File: config.mk
export PLATFORM = sky130hd
export DESIGN_NAME = red_pitaya_calib_loader
export DESIGN_NICKNAME = d
export VERILOG_FILES = /design/src/rtl/red_pitaya_calib_loader.sv
export SDC_FILE = /design/constraint.sdc
export NUM_CORES = 1
export LEC_CHECK = 0
export BUFFER_PORTS_ARGS = -buffer_cell sky130_fd_sc_hd__buf_4
export CAP_MARGIN = 40
export CORE_MARGIN = 3
export CORE_UTILIZATION = 28
export DETAILED_ROUTE_END_ITERATION = 10
export PLACE_DENSITY_LB_ADDON = 0.05
export REMOVE_ABC_BUFFERS = 1
export SLEW_MARGIN = 10
export SYNTH_ARGS = -nofsm -noshare
export SYNTH_HDL_FRONTEND = slang
export SYNTH_SLANG_ARGS = --single-unit
export TNS_END_PERCENT = 1
File: constraint.sdc
create_clock -name clk -period 5.82 [get_ports clk]
set_clock_uncertainty 0.15 [all_clocks]
set_input_delay 1.164 -clock clk [delete_from_list [all_inputs] [get_ports clk]]
set_output_delay 1.164 -clock clk [all_outputs]
set_load 0.05 [all_outputs]
File: src/rtl/red_pitaya_calib_loader.sv
// rtl/red_pitaya_calib_loader.sv - sys_bus initiator that loads and verifies the calibration bank
// Snapshots eight gain/offset fields on start, writes them from BASE upward, optionally reads back.
module red_pitaya_calib_loader #(
   parameter int          DWM    = 16,
   parameter int          DWS    = 14,
   parameter logic [31:0] BASE   = 32'h40,
   parameter bit          VERIFY = 1'b1,
   parameter int          TMO    = 255
) (
   input  logic                clk,
   input  logic                rst,
   input  logic                start,
   input  logic [1:0][DWM-1:0] adc_mul,
   input  logic [1:0][DWS-1:0] adc_sum,
   input  logic [1:0][DWM-1:0] dac_mul,
   input  logic [1:0][DWS-1:0] dac_sum,
   output logic                busy,
   output logic                done,
   output logic                fail,
   output logic [1:0]          fail_code,
   output logic [2:0]          fail_idx,
   output logic [31:0]         bus_addr,
   output logic [31:0]         bus_wdata,
   output logic                bus_wen,
   output logic                bus_ren,
   input  logic [31:0]         bus_rdata,
   input  logic                bus_ack,
   input  logic                bus_err
);

   localparam int          TW     = (TMO < 2) ? 1 : $clog2(TMO);
   localparam logic [31:0] MASK_M = 32'((64'd1 << DWM) - 64'd1);
   localparam logic [31:0] MASK_S = 32'((64'd1 << DWS) - 64'd1);

   typedef enum logic [2:0] {S_IDLE, S_WR_REQ, S_WR_WAIT, S_RD_REQ, S_RD_WAIT, S_END} state_t;

   state_t        state;
   logic [2:0]    idx;
   logic [2:0]    nidx;
   logic [TW-1:0] tmo_cnt;
   logic [31:0]   snap    [8];
   logic [31:0]   in_word [8];
   logic [31:0]   mask;
   logic          in_wr, in_rd, waiting;
   logic          ack_ok, ack_err, mismatch, timeout, word_ok;

   // Even indices are gain words, odd indices are offset words.
   always_comb begin
      in_word[0] = 32'($signed(adc_mul[0]));
      in_word[1] = 32'($signed(adc_sum[0]));
      in_word[2] = 32'($signed(adc_mul[1]));
      in_word[3] = 32'($signed(adc_sum[1]));
      in_word[4] = 32'($signed(dac_mul[0]));
      in_word[5] = 32'($signed(dac_sum[0]));
      in_word[6] = 32'($signed(dac_mul[1]));
      in_word[7] = 32'($signed(dac_sum[1]));
   end

   always_comb begin
      in_wr    = (state == S_WR_REQ) || (state == S_WR_WAIT);
      in_rd    = (state == S_RD_REQ) || (state == S_RD_WAIT);
      waiting  = (state == S_WR_WAIT) || (state == S_RD_WAIT);
      mask     = idx[0] ? MASK_S : MASK_M;
      ack_ok   = (in_wr || in_rd) && bus_ack && !bus_err;
      ack_err  = (in_wr || in_rd) && bus_ack && bus_err;
      mismatch = in_rd && ack_ok && (((bus_rdata ^ snap[idx]) & mask) != 32'd0);
      timeout  = waiting && !bus_ack && (tmo_cnt == TW'(TMO - 1));
      word_ok  = ack_ok && !mismatch && (in_rd || !VERIFY);
      nidx     = idx + 3'd1;
   end

   always_ff @(posedge clk or posedge rst) begin
      if (rst) begin
         state     <= S_IDLE;
         idx       <= '0;
         tmo_cnt   <= '0;
         busy      <= 1'b0;
         done      <= 1'b0;
         fail      <= 1'b0;
         fail_code <= '0;
         fail_idx  <= '0;
         bus_addr  <= '0;
         bus_wdata <= '0;
         bus_wen   <= 1'b0;
         bus_ren   <= 1'b0;
         for (int i = 0; i < 8; i++) snap[i] <= '0;
      end else begin
         bus_wen <= 1'b0;
         bus_ren <= 1'b0;
         if (ack_err || mismatch || timeout) begin
            state     <= S_IDLE;
            busy      <= 1'b0;
            fail      <= 1'b1;
            fail_idx  <= idx;
            fail_code <= ack_err ? 2'd2 : (mismatch ? 2'd3 : 2'd1);
         end else if (word_ok) begin
            if (idx == 3'd7) begin
               state <= S_END;
               busy  <= 1'b0;
               done  <= 1'b1;
            end else begin
               idx       <= nidx;
               state     <= S_WR_REQ;
               bus_wen   <= 1'b1;
               bus_addr  <= BASE + {27'd0, nidx, 2'b00};
               bus_wdata <= snap[nidx];
               tmo_cnt   <= '0;
            end
         end else if (ack_ok) begin
            // Write acknowledged with readback enabled: read the same address.
            state   <= S_RD_REQ;
            bus_ren <= 1'b1;
            tmo_cnt <= '0;
         end else begin
            case (state)
               S_IDLE, S_END: begin
                  state <= S_IDLE;
                  if (start) begin
                     for (int i = 0; i < 8; i++) snap[i] <= in_word[i];
                     done      <= 1'b0;
                     fail      <= 1'b0;
                     fail_code <= '0;
                     fail_idx  <= '0;
                     idx       <= '0;
                     tmo_cnt   <= '0;
                     state     <= S_WR_REQ;
                     busy      <= 1'b1;
                     bus_wen   <= 1'b1;
                     bus_addr  <= BASE;
                     bus_wdata <= in_word[0];
                  end
               end
               S_WR_REQ: state <= S_WR_WAIT;
               S_RD_REQ: state <= S_RD_WAIT;
               default:  tmo_cnt <= tmo_cnt + 1'b1;
            endcase
         end
      end
   end

endmodule
After elaboration in Yosys (flattened, before gate mapping)
Cells that the tools add are included.
{ "totals": {"reg_bits": 208, "input_bits": 157, "out_inout_bits": 74, "word_cells": 147} }
{ "classes": {"addsub": 3, "magnitude_cmp": 2, "eq_ne": 16, "n_mux": 64, "bitwise": 7, "reduce_logical": 35} }
{ "op_table": {"columns": ["cell", "n"], "rows": [
  ["$mux W32", 14],
  ["$bmux W32 S3", 2],
  ["$mux W3", 11],
  ["$and A32 B16 Y32", 1],
  ["$mux W8", 4],
  ["$reduce_bool A32 Y1", 1],
  ["$xor A32 B32 Y32", 1],
  ["$mux W1", 23],
  ["$mux W16", 1],
  ["$pmux W8 S2", 1],
  ["$reduce_and A5 Y1", 3],
  ["$mux W2", 7],
  ["$reduce_and A4 Y1", 3],
  ["$eq A3 B3 Y1 const B", 3],
  ["$logic_and A1 B1 Y1", 9],
  ["$ne A3 B1 Y1 const B", 3],
  ["$pmux W3 S3", 1],
  ["$add A7 B5 Y8 const A", 1],
  ["$add A8 B1 Y8 const B", 1],
  ["$eq A8 B8 Y1 const B", 1],
  ["$ge A4 B4 Y1 const B", 2],
  ["$ne A2 B1 Y1 const B", 4],
  ["$not A3 Y4", 2],
  ["$reduce_bool A2 Y1", 4],
  ["12 further kinds", 24]
]} }

Logic depth before layout (Yosys ltp)
Gate-level depths: netlist (run 1).
{ "logic_depth": {"depth_word": 13, "ltp_mapped": 13, "depth_no_buf": 8} }

Least setup slack after synthesis (run 1)
No wires, ideal clock.
{ "synth_path": {"path_kind": "register -> register", "startpoint": "register idx[0]", "endpoint": "register idx[0]", "t_arrival_ns": 2.850, "required_time_ns": 5.545, "setup_slack_ns": 2.695, "stages_incl_launch_ff": 12, "path_buffers": 3, "cell_sequence": "dfrtp_1 > buf_4 > buf_6 > mux4_2 > mux2i_1 > xor2_1 > nand3b_1 > nor4_2 > and3_1 > buf_6 > nor2_1 > mux2_2"} }
{ "synth_between": {"elab_chain_len": 13} }
{ "synth_lines": {"columns": ["element", "line", "source"], "rows": [
  ["start: declaration", "38", "logic [2:0] idx;"],
  ["start signal: assignment", "102", "idx <= nidx;"],
  ["$not A3 Y4 (implied by the code)", "66", "mismatch = in_rd && ack_ok && (((bus_rdata ^ snap[idx]) & mask) != 32'd0);"],
  ["$bmux W32 S3", "66", null],
  ["$mux W32 (implied by the code) (2 in series)", "66", null],
  ["$xor A32 B32 Y32", "66", null],
  ["$and A32 B16 Y32", "66", null],
  ["$reduce_bool A32 Y1", "66", null],
  ["$logic_and A1 B1 Y1", "66", null],
  ["$logic_not A1 Y1", "68", "word_ok = ack_ok && !mismatch && (in_rd || !VERIFY);"],
  ["$logic_and A1 B1 Y1 (2 in series)", "68", null],
  ["$ne A2 B2 Y1 (no line) (tied with other cells)", null, null],
  ["$reduce_and A5 Y1 (no line)", null, null]
]} }
Several ways; a longest one is shown, not always the timed one. The select of a mux whose other input is x is not followed.
A chain may end at the register's enable or synchronous reset.

Worst setup path in the final report (run 1)
{ "layout_path": {"startpoint": "register idx[1]", "endpoint": "register bus_wdata[2]"} }
{ "layout_between": {"elab_chain_len": 13} }
{ "layout_lines": {"columns": ["element", "line", "source"], "rows": [
  ["$not A3 Y4 (implied by the code)", "66", null],
  ["$bmux W32 S3", "66", null],
  ["$mux W32 (implied by the code) (2 in series)", "66", null],
  ["$xor A32 B32 Y32", "66", null],
  ["$and A32 B16 Y32", "66", null],
  ["$reduce_bool A32 Y1", "66", null],
  ["$logic_and A1 B1 Y1", "66", null],
  ["$logic_not A1 Y1", "68", null],
  ["$logic_and A1 B1 Y1 (2 in series)", "68", null],
  ["$ne A2 B2 Y1 (no line) (tied with other cells)", null, null],
  ["$reduce_and A5 Y1 (no line)", null, null],
  ["end signal: assignment", "106", "bus_wdata <= snap[nidx];"],
  ["end signal: assignment", "130", "bus_wdata <= in_word[0];"],
  ["end: declaration", "23", "output logic [31:0] bus_wdata,"]
]} }
Several ways; a longest one is shown, not always the timed one. The select of a mux whose other input is x is not followed.

==> run metrics, run 1 <==
HPWL after DPL=18.8 mm; Detail Route Antenna Nets=0; vias per cell=4.63; number of port buffers=186; status=finished, final reports clean; first-pass GRT wire length=41.9 mm; DIE WIDTH=184 um; dpl cell area=~11000 um^2; Max-slew headroom=45.5%; commonest non-fill, non-tap cell in the layout=nand2_1; clk buf depth=2; Max Fclk=0.231 GHz; met2 wire length=12.9 mm; max_cap viols=0; post-CTS sizing=0; Syn Area/Cell=9.46 um^2; Syn. warnings=0; sequential share of the synthesized area=45.2%; H-Tree Depth=4; CTS Buf Count=17; Congestion Overflow GR=0; CTS root buffer=clkbuf_16; slew at the pin with the worst max-slew slack=0.813 ns; Clock Sinks=161; 1st-iter DRT viols=roughly 360; area grow syn2layout=24.6%; Pre-antenna DRT Iters=4; Routed met3 length=1.17 mm; clock latency on the worst-skew pair=between 0.4 and 0.5 ns; most frequent cells in the layout=nand2_1, buf_4, dfrtp_1; highest layer used for signal routing=met5; ys flop type=dfrtp_1; CP top delay family=simple AND/OR/NAND/NOR gates; RR Startpoint=idx[1]; CTS tree=built; Final min period=4.33 ns; RSZ-0062 raised after global routing=no; Fin. Hold Viols=0; startpoint types=register; Via Count=6945; Post-CTS Setup Bufs=0; Cells after Synth=943; GRT Total Usage=16.2%; Post-synth EDFFs=0; CP required=between 6 and 7 ns; core area=approximately 31000 um^2; full die area=34000 um^2; register area=4030 um^2; share of layout cells above drive strength 1=between 20% and 30%; drt wl/cell=18.2 um; hold wc startpoint=tmo_cnt[7]; crit path buf inv count=2; Design Power=approximately 5.5 mW; kind of critical path=reg -> reg; Max VDD drop=224 uV; Final Cycle Share=74.4%; # IOs=231; Nets=1252; Design Area, Final=~11000 um^2; Post-synth ARST share=100%; path type of the worst min-delay path=reg -> reg; Routed WL=27.3 mm; Unique masters post-synth=51; setup violators final=0; area of the multi-input gates=4360 um^2; synthesized area=8920 um^2; DRC Markers=0; fill count=3246; largest net degree at the start of global routing=72; CP Capture Type=register; Die H=184 um; slowest cell on the critical path=dfrtp_2; arrival time at the worst endpoint=4.53 ns; CTS Hold Bufs=0; worst setup path startpoint=idx[1]; delay of the slowest critical-path stage=~0.87 ns; CP Max Fanout=28; P_leak=~5.3 nW; initial antenna violation count=2; WL met1=about 13 mm; clock slew at reported path FFs=~0.070 ns; Max Slew Vio Count=0; post-synthesis register bit count=161; # rows=64; vias in the first global route=just over 7000; power density cells=496 nW/um^2; Placer Congestion=0.776; crit path cell chain=clkinv_1, mux4_2, xor2_1, o2111ai_1, nor4_2, and3_2, buf_4, nor3_1, a211oi_2; Starting Density=28.8%
-- cells in the mapped netlist, drive strengths merged, types with 14 or more instances --
cell | count | area share, %
buf | 63 | 5.2
clkbuf | 38 | 1.6
mux4 | 40 | 10
mux2 | 14 | 1.8
nor3 | 19 | 1.1
dfrtp | 161 | 45
nor2 | 28 | 1.2
mux2i | 47 | 5.3
nand2 | 374 | 16
o21ai | 17 | 0.95
a211oi | 21 | 2.7
a21oi | 16 | 0.90
-- worst paths after layout --
path | endpoint | slack (ns) | cells past startpoint
setup / recovery | bus_wdata[2] | 1.49 | 9
hold / removal | tmo_cnt[7] | 0.33 | 1
setup reg to reg | bus_wdata[2] | 1.49 | 9
hold reg to reg | tmo_cnt[7] | 0.33 | 1
max in group asynchronous | bus_wdata[2] | 3.92 | 4
min in group asynchronous | snap[76] | 0.55 | 2
-- cell families after synthesis --
family	count (synthesis)	synth area share, %
AO/OA/AOI/OAI	92	7.67
flip-flops	161	45.2
adder cells (fa/ha/maj)	4	0.561
multiplexers	101	17.1
other	1	0.0420
AND/OR/NAND/NOR	461	20.9
buffers and inverters	110	7.20
XOR/XNOR	13	1.28
-- stage by stage --
| step | utilization (%) | setup slack, ns | TNS [ns] | hold WS [ns] | cells |
|---|---|---|---|---|---|
| 2_1_floorplan | - | -0.858 | -15.14 | 0.286 | 869 |
| 3_3_place_gp | 33.6 | 1.25 | 0 | 0.312 | 1461 |
| 3_5_place_dp | 34.0 | 1.48 | 0 | 0.321 | 1468 |
| 4_1_cts | 35.9 | 1.42 | 0 | 0.335 | 1500 |
| 5_1_grt | 35.9 | 1.25 | 0 | 0.360 | 1500 |
| 6_report | 35.9 | 1.49 | 0 | 0.331 | 1501 |
-- worst reg2reg max path: stages (launching register included) --
cell	delay [ns]
dfrtp_2	0.87
clkinv_1	0.45
mux4_2	0.38
xor2_1	0.28
o2111ai_1	0.22
nor4_2	0.44
and3_2	0.82
buf_4	0.35
nor3_1	0.09
a211oi_2	0.20
-- layer usage --
layer,vias up,global-route usage [%]
met3,16,3.20
met1,3363,22.3
met5,-,0
met2,151,26.4
li1,3411,-
met4,4,3.72
-- layout make-up --
| cell class | instances | area share, % |
|---|---|---|
| Antenna cell | 1 | 0.0225 |
| Tap cell | 396 | 4.46 |
| Sequential cell | 161 | 36.3 |
| Timing Repair Buffer | 203 | 14.3 |
| Clock buffer | 17 | 3.83 |
| Multi-Input combinational cell | 699 | 39.3 |
| Clock inverter | 15 | 1.43 |
| Inverter | 9 | 0.349 |
-- sequential cells by signal, summed over array words and instances, names as in the netlist --
register   flops
busy           1
bus_wdata     16
bus_wen        1
idx            2
bus_ren        1
state          3
bus_addr       2
snap         120
fail           1
done           1
tmo_cnt        8
fail_code      2
fail_idx       3
-- report_power, final --
part / leakage, nW / internal (mW) / switching, mW
Sequential: 1.99 / 1.61 / 0.393
Clock: 0.285 / 0.576 / 0.568
Combinational: 3.03 / 0.919 / 1.44
Power figures use the tool's default switching activity.
==> inputs of run 2 (changes only) <==
- ABC_AREA: not set -> 1
- clock period: 5.82 -> 4.4 ns (I/O delays scaled with it)
==> run 2 against run 1 <==
Compared with the run above:
- global-route usage rose by 1.3 points
- first-iteration DRC count increased by 15%
- combinational power increased by 70%
- count of clock-buffer cells in the layout rose by 1
- critical path depth is 8 higher
- wire length rose by 15%
- critical endpoint is now idx[0]
- final area grew 4.7%
- cell count up 28%
- sequential share of layout area decreased by 1.6 points
==> run metrics, run 2 <==
clock share of power=20.4% (was 20.8%); crit path buf inv count=3 (was 2); worst hold slack=0.320 ns (was 0.331 ns); Top reg by flops=snap (unchanged); most frequent cells in the layout=nand2_1, buf_4, o21ai_0 (was nand2_1, buf_4, dfrtp_1); P_leak=5.90 nW (was 5.31 nW); Final Cycle Share=84.7% (was 74.4%); core area=32900 um^2 (was 31000 um^2); Via Count=8726 (was 6945); Synth area leaders=dfrtp_1, nand2_1, o21ai_0, nand3_1, inv_1 (was dfrtp_1, nand2_1, mux4_2, mux2i_1, buf_4); # IOs=231 (unchanged); Starting Density=28.7% (was 28.8%); post-synthesis register bit count=161 (unchanged); GRT Total Usage=17.5% (was 16.2%); dpl cell area=11000 um^2 (was 10500 um^2); CTS root buffer=clkbuf_16 (unchanged); Design Area, Final=11600 um^2 (was 11100 um^2); slew at the pin with the worst max-slew slack=1.06 ns (was 0.813 ns); first-pass GRT wire length=49.0 mm (was 41.9 mm); Post-synth ARST share=100% (unchanged); worst setup path startpoint=idx[0] (was idx[1]); arrival time at the worst endpoint=3.93 ns (was 4.53 ns); Top Registers=snap: 120 flops, bus_wdata: 16 flops, tmo_cnt: 8 flops (unchanged); Detail Route Antenna Nets=0 (unchanged); hold wc startpoint=bus_addr[6] (was tmo_cnt[7]); Congestion Overflow GR=0 (unchanged); Synth area leader=dfrtp_1 (unchanged); Max-slew headroom=29.6% (was 45.5%); Hold Path Stages=2 (was 1); Clock Sinks=161 (unchanged); setup violators final=0 (unchanged); Simple-Gate Fraction of Synth Area=28.6% (was 20.9%); ANT cells=0 (was 1); CP Capture Type=register (unchanged); RSZ-0062 raised after global routing=no (unchanged); CTS tree=built (unchanged); post-synthesis mux area share=0% (was 17.1%); Sw Ratio=46.5% (was 43.6%); synthesized area=9420 um^2 (was 8920 um^2); Max Fclk=0.268 GHz (was 0.231 GHz); Fin. Hold Viols=0 (unchanged); Synth top cells by count=nand2_1, o21ai_0, dfrtp_1 (was nand2_1, dfrtp_1, buf_4); DRC Markers=0 (unchanged); commonest non-fill, non-tap cell in the layout=nand2_1 (unchanged); Post-synth EDFFs=0 (unchanged); Syn Area/Cell=7.03 um^2 (was 9.46 um^2); clock latency on the worst-skew pair=0.43 ns (was 0.44 ns); 1st-iter DRT viols=414 (was 361); full die area=35900 um^2 (was 34000 um^2); crit path cell chain=inv_4, buf_4, nand2_1, nand3_1, nand3_1, nand3_1, nand2_1, nor2_1, nand2_1, nor2_4, nand2_1, nand2_2, nand4_4, nand2_1, buf_12, nand2_1, nand2_1 (was clkinv_1, mux4_2, xor2_1, o2111ai_1, nor4_2, and3_2, buf_4, nor3_1, a211oi_2); power density cells=704 nW/um^2 (was 496 nW/um^2); cell depth of the worst flop-to-flop path=17 (was 9); Max Slew Vio Count=0 (unchanged); largest family of logic cells by synthesized area=simple AND/OR/NAND/NOR gates (unchanged); Syn. warnings=0 (unchanged); Max VDD drop=390 uV (was 224 uV); Synth Area in XOR/XNOR=0.558% (was 1.28%); startpoint types=register (unchanged); largest net degree at the start of global routing=226 (was 72); Post-Synth Adder-Cell Area=0.531% (was 0.561%); initial antenna violation count=0 (was 2); delay of the slowest critical-path stage=0.50 ns (was 0.87 ns); Die H=189 um (was 184 um); R2R setup slack=0.67 ns (was 1.49 ns); CP Max Fanout=38 (was 28); compound-gate portion of the synthesized area=14.5% (was 7.67%); number of port buffers=186 (unchanged); DIE WIDTH=189 um (was 184 um); Post-CTS Setup Bufs=0 (unchanged); Cells after Synth=1340 (was 943); post-synth top area share=42.8% (was 45.2%); Placer Congestion=0.766 (was 0.776); worst r2r dst=idx[0] (was bus_wdata[2]); Pre-antenna DRT Iters=4 (unchanged); net switching power=3.81 mW (was 2.40 mW); status=finished, final reports clean (unchanged); WHS Endpoint=bus_addr[6] (was tmo_cnt[7]); Unique masters post-synth=32 (was 51); H-Tree Depth=4 (unchanged); Routed WL=31.3 mm (was 27.3 mm); post-CTS sizing=0 (unchanged); most frequent CP cell=nand2_1; fill count=3645 (was 3246); HPWL after DPL=20.2 mm (was 18.8 mm); combinational share of power=48.9% (was 42.9%); share of layout cells above drive strength 1=17.1% (was 27.9%); CP required=4.60 ns (was 6.02 ns); RR Startpoint=idx[0] (was idx[1]); vias in the first global route=8522 (was 7110); most common cell in the netlist=nand2_1 (unchanged); path type of the worst min-delay path=reg -> reg (unchanged); sequential share of the synthesized area=42.8% (was 45.2%); vias per cell=4.54 (was 4.63); Final min period=3.73 ns (was 4.33 ns); CTS Buf Count=17 (unchanged); area grow syn2layout=23.6% (was 24.6%); clk buf depth=2 (unchanged); ys flop type=dfrtp_1 (unchanged); max_cap viols=0 (unchanged); clock slew at reported path FFs=0.07 ns (about the same); drt wl/cell=16.3 um (was 18.2 um); slowest cell on the critical path=dfrtp_4 (was dfrtp_2); max reg flops=120 (unchanged); internal power=4.38 mW (was 3.10 mW); Worst path depth=17 (was 9); Seq pwr share=30.7% (was 36.3%); CTS Hold Bufs=0 (unchanged); # rows=66 (was 64); Nets=1630 (was 1252); kind of critical path=reg -> reg (unchanged); Core Util, Final=35.4% (was 35.9%); CP top delay family=simple AND/OR/NAND/NOR gates (unchanged)
==> run 2: metal layers <==
metal / vias up / share of wire [%] / GRT usage, %
li1: 4489 / - / -
met1: 3984 / 48 / 25.1
met2: 219 / 46 / 27.6
met3: 34 / 4.4 / 2.52
met4: 0 / 1.5 / 4.55
met5: - / 0 / 0
==> run 2: tightest hold or removal path, stage by stage (launching register included) <==
cell     delay (ns)
dfrtp_1        0.35
inv_1          0.04
nand2_1        0.05
==> run 2: final cells by class <==
class | count | area [um^2] | area share [%]
inverter | 140 | 533 | 4.58
clock buffer | 18 | 439 | 3.77
timing repair buffer | 205 | 1600 | 13.8
tap | 442 | 553 | 4.75
sequential | 161 | 4030 | 34.7
clock inverter | 14 | 201 | 1.73
multi-input combinational | 944 | 4270 | 36.7
==> run 2: cell families after synthesis <==
logic type	Yosys count
adders and majority gates	4
xor gates and xnor gates	6
other	1
DFF	161
and+or+nand+nor	638
buffers and inverters	262
AOI/OAI and AO/OA	268
==> run 2: how the worst max path moves through the flow <==
stage                         end  slack, ns
floorplan           bus_wdata[30]      -5.01
global placement           idx[1]       0.61
detailed placement         idx[1]       0.59
CTS                        idx[0]       0.58
global route               idx[0]       0.28
finish                     idx[0]       0.67
==> run 2: per-stage QoR <==
stage | cells | worst slack, ns | power (mW) | setup TNS, ns
2_1_floorplan | 1245 | -5.01 | 5.83 | -730.07
6_report | 1924 | 0.674 | 8.19 | 0
5_1_grt | 1924 | 0.278 | 8.95 | 0
3_5_place_dp | 1892 | 0.594 | 6.61 | 0
4_1_cts | 1924 | 0.582 | 8.31 | 0
3_3_place_gp | 1892 | 0.612 | 6.58 | 0
==> run 2: power groups by stage <==
stage               clock network, mW  registers [mW]  logic [mW]
finish                           1.67            2.52        4.01
global route                     1.77            2.60        4.58
CTS                              1.71            2.52        4.08
detailed placement                  0            2.54        4.07
global placement                    0            2.54        4.04
floorplan                           0            3.12        2.71
==> inputs of run 3 (changes only) <==
- clock period: 4.4 -> 3.8 ns (I/O delays scaled with it)
==> run 3 against run 2 <==
Compared with the run above:
- die area unchanged
- wire length down 0.35%
- maximum frequency up 15%
- sequential cell count did not move
- sequential share of layout area fell by 0.17 points
- global-route usage fell by 0.15 points
- register-to-register slack worse by 0.11 ns
- hold slack lost 0.032 ns
- largest cell class unchanged
==> run metrics, run 3 (synthesized netlist as in run 2, its figures left out) <==
dpl cell area=11000 um^2 (about the same); CTS Buf Count=17 (unchanged); Design Area, Final=11700 um^2 (was 11600 um^2); RSZ-0062 raised after global routing=no (unchanged); Final min period=3.24 ns (was 3.73 ns); Die H=189 um (unchanged); crit path buf inv count=2 (was 3); crit path cell chain=inv_4, buf_12, nand2_1, nand3_1, nand3_1, nand3_1, nand2_1, nor2_1, nand2_1, nor2_2, nand2_1, a21oi_1, nand4_1, nand2_1, nand2_1 (was inv_4, buf_4, nand2_1, nand3_1, nand3_1, nand3_1, nand2_1, nor2_1, nand2_1, nor2_4, nand2_1, nand2_2, nand4_4, nand2_1, buf_12, nand2_1, nand2_1); arrival time at the worst endpoint=3.40 ns (was 3.93 ns); Final Cycle Share=85.2% (was 84.7%); fill count=3579 (was 3645); HPWL after DPL=20.7 mm (was 20.2 mm); Worst path depth=15 (was 17); most frequent CP cell=nand2_1 (unchanged); Pre-antenna DRT Iters=5 (was 4); share of layout cells above drive strength 1=17.2% (was 17.1%); Clock Sinks=161 (unchanged); full die area=35900 um^2 (unchanged); vias per cell=4.54 (about the same); net switching power=4.39 mW (was 3.81 mW); most frequent cells in the layout=nand2_1, buf_4, o21ai_0 (unchanged); kind of critical path=reg -> reg (unchanged); slew at the pin with the worst max-slew slack=0.879 ns (was 1.06 ns); R2R setup slack=0.56 ns (was 0.67 ns); CP Capture Type=register (unchanged); DIE WIDTH=189 um (unchanged); CTS Hold Bufs=0 (unchanged); H-Tree Depth=4 (unchanged); Max Slew Vio Count=0 (unchanged); clock share of power=20.4% (about the same); Seq pwr share=30.9% (was 30.7%); slowest cell on the critical path=dfrtp_4 (unchanged); Top Registers=snap: 120 flops, bus_wdata: 16 flops, tmo_cnt: 8 flops (unchanged); Via Count=8751 (was 8726); core area=32900 um^2 (unchanged); area grow syn2layout=24.2% (was 23.6%); Detail Route Antenna Nets=0 (unchanged); initial antenna violation count=0 (unchanged); delay of the slowest critical-path stage=0.59 ns (was 0.50 ns); # IOs=231 (unchanged); drt wl/cell=16.2 um (was 16.3 um); commonest non-fill, non-tap cell in the layout=nand2_1 (unchanged); power density cells=815 nW/um^2 (was 704 nW/um^2); first-pass GRT wire length=48.7 mm (was 49.0 mm); Starting Density=28.7% (unchanged); Routed WL=31.2 mm (was 31.3 mm); area of the multi-input gates=4270 um^2 (unchanged); CP required=3.96 ns (was 4.60 ns); Congestion Overflow GR=0 (unchanged); CP Max Fanout=74 (was 38); Top reg by flops=snap (unchanged); worst r2r dst=tmo_cnt[3] (was idx[0]); Post-CTS Setup Bufs=0 (unchanged); GRT Total Usage=17.3% (was 17.5%); CTS tree=built (unchanged); Fin. Hold Viols=0 (unchanged); internal power=5.14 mW (was 4.38 mW); combinational share of power=48.7% (was 48.9%); CTS root buffer=clkbuf_16 (unchanged); cell depth of the worst flop-to-flop path=15 (was 17); final setup TNS=0 ns (unchanged); max_cap viols=0 (unchanged); Nets=1635 (was 1630); setup violators final=0 (unchanged); Max Fclk=0.309 GHz (was 0.268 GHz); clock slew at reported path FFs=0.07 ns (about the same); # rows=66 (unchanged); max reg flops=120 (unchanged); CP top delay family=simple AND/OR/NAND/NOR gates (unchanged); status=finished, final reports clean (unchanged); largest net degree at the start of global routing=226 (unchanged); DRC Markers=0 (unchanged); ANT cells=0 (unchanged); Max-slew headroom=41.4% (was 29.6%); Max VDD drop=355 uV (was 390 uV); RR Startpoint=idx[0] (unchanged); number of port buffers=186 (unchanged); post-CTS sizing=0 (unchanged); P_leak=5.93 nW (was 5.90 nW); clock latency on the worst-skew pair=0.43 ns (about the same); 1st-iter DRT viols=612 (was 414); clk buf depth=2 (unchanged); Sw Ratio=46.1% (was 46.5%); register area=4030 um^2 (unchanged); path type of the worst min-delay path=in -> async (was reg -> reg); vias in the first global route=8522 (unchanged); startpoint types=register (unchanged); Placer Congestion=0.767 (was 0.766)
-- run 3: cell count changes in the layout (fill, tap and decap cells not counted), sizes merged --
cell and delta:
clkinvlp -1, inv -2, buf +5, bufinv +1
-- run 3: per-stage QoR --
stage                     setup WS (ns)  cells  utilization [%]  power (mW)  hold slack (ns)
final                             0.564   1927             35.6        9.53            0.288
after global routing              0.226   1927             35.6        10.4            0.323
after CTS                         0.552   1927             35.6        9.68            0.304
after detailed placement          0.564   1897             33.6        7.68            0.312
after global placement            0.577   1897             33.6        7.65            0.303
after floorplan                   -5.49   1245                -        6.57            0.309
-- run 3: worst register-to-register path, stage by stage (launching register included) --
cell and delay (ns):
dfrtp_4 0.59, inv_4 0.12, buf_12 0.25, nand2_1 0.14, nand3_1 0.08, nand3_1 0.09, nand3_1 0.09, nand2_1 0.07
nor2_1 0.25, nand2_1 0.11, nor2_2 0.21, nand2_1 0.12, a21oi_1 0.23, nand4_1 0.40, nand2_1 0.16, nand2_1 0.06
-- run 3: worst max-delay path by stage --
stage                start            end
floorplan            start  bus_wdata[30]
finish              idx[0]     tmo_cnt[3]
CTS                 idx[0]     tmo_cnt[3]
global route        idx[0]     tmo_cnt[2]
global placement    idx[0]     tmo_cnt[4]
detailed placement  idx[0]     tmo_cnt[0]
-- run 3: metal layers --
metal / up-vias / GRT usage (%) / part of all wire [%]
met1: 4023 / 24.6 / 49
met5: - / 0 / 0
met2: 206 / 28.2 / 46
met4: 0 / 3.90 / 1.2
li1: 4500 / - / -
met3: 22 / 2.44 / 4.2
-- run 3: power by group through the flow --
stage	Combinational [mW]	Sequential, mW	Clock [mW]
after global routing	5.31	3.04	2.07
after global placement	4.69	2.96	0
after floorplan	3.01	3.56	0
after detailed placement	4.72	2.96	0
after CTS	4.73	2.94	2.01
final	4.64	2.94	1.95
-- run 3: area by class of cell --
| class | count | share of cell area (%) |
|---|---|---|
| clock buffer | 18 | 3.76 |
| clock inverter | 12 | 1.78 |
| inverter | 140 | 4.56 |
| multi-input combinational | 944 | 36.6 |
| sequential | 161 | 34.5 |
| tap | 442 | 4.73 |
| timing repair buffer | 210 | 14.1 |
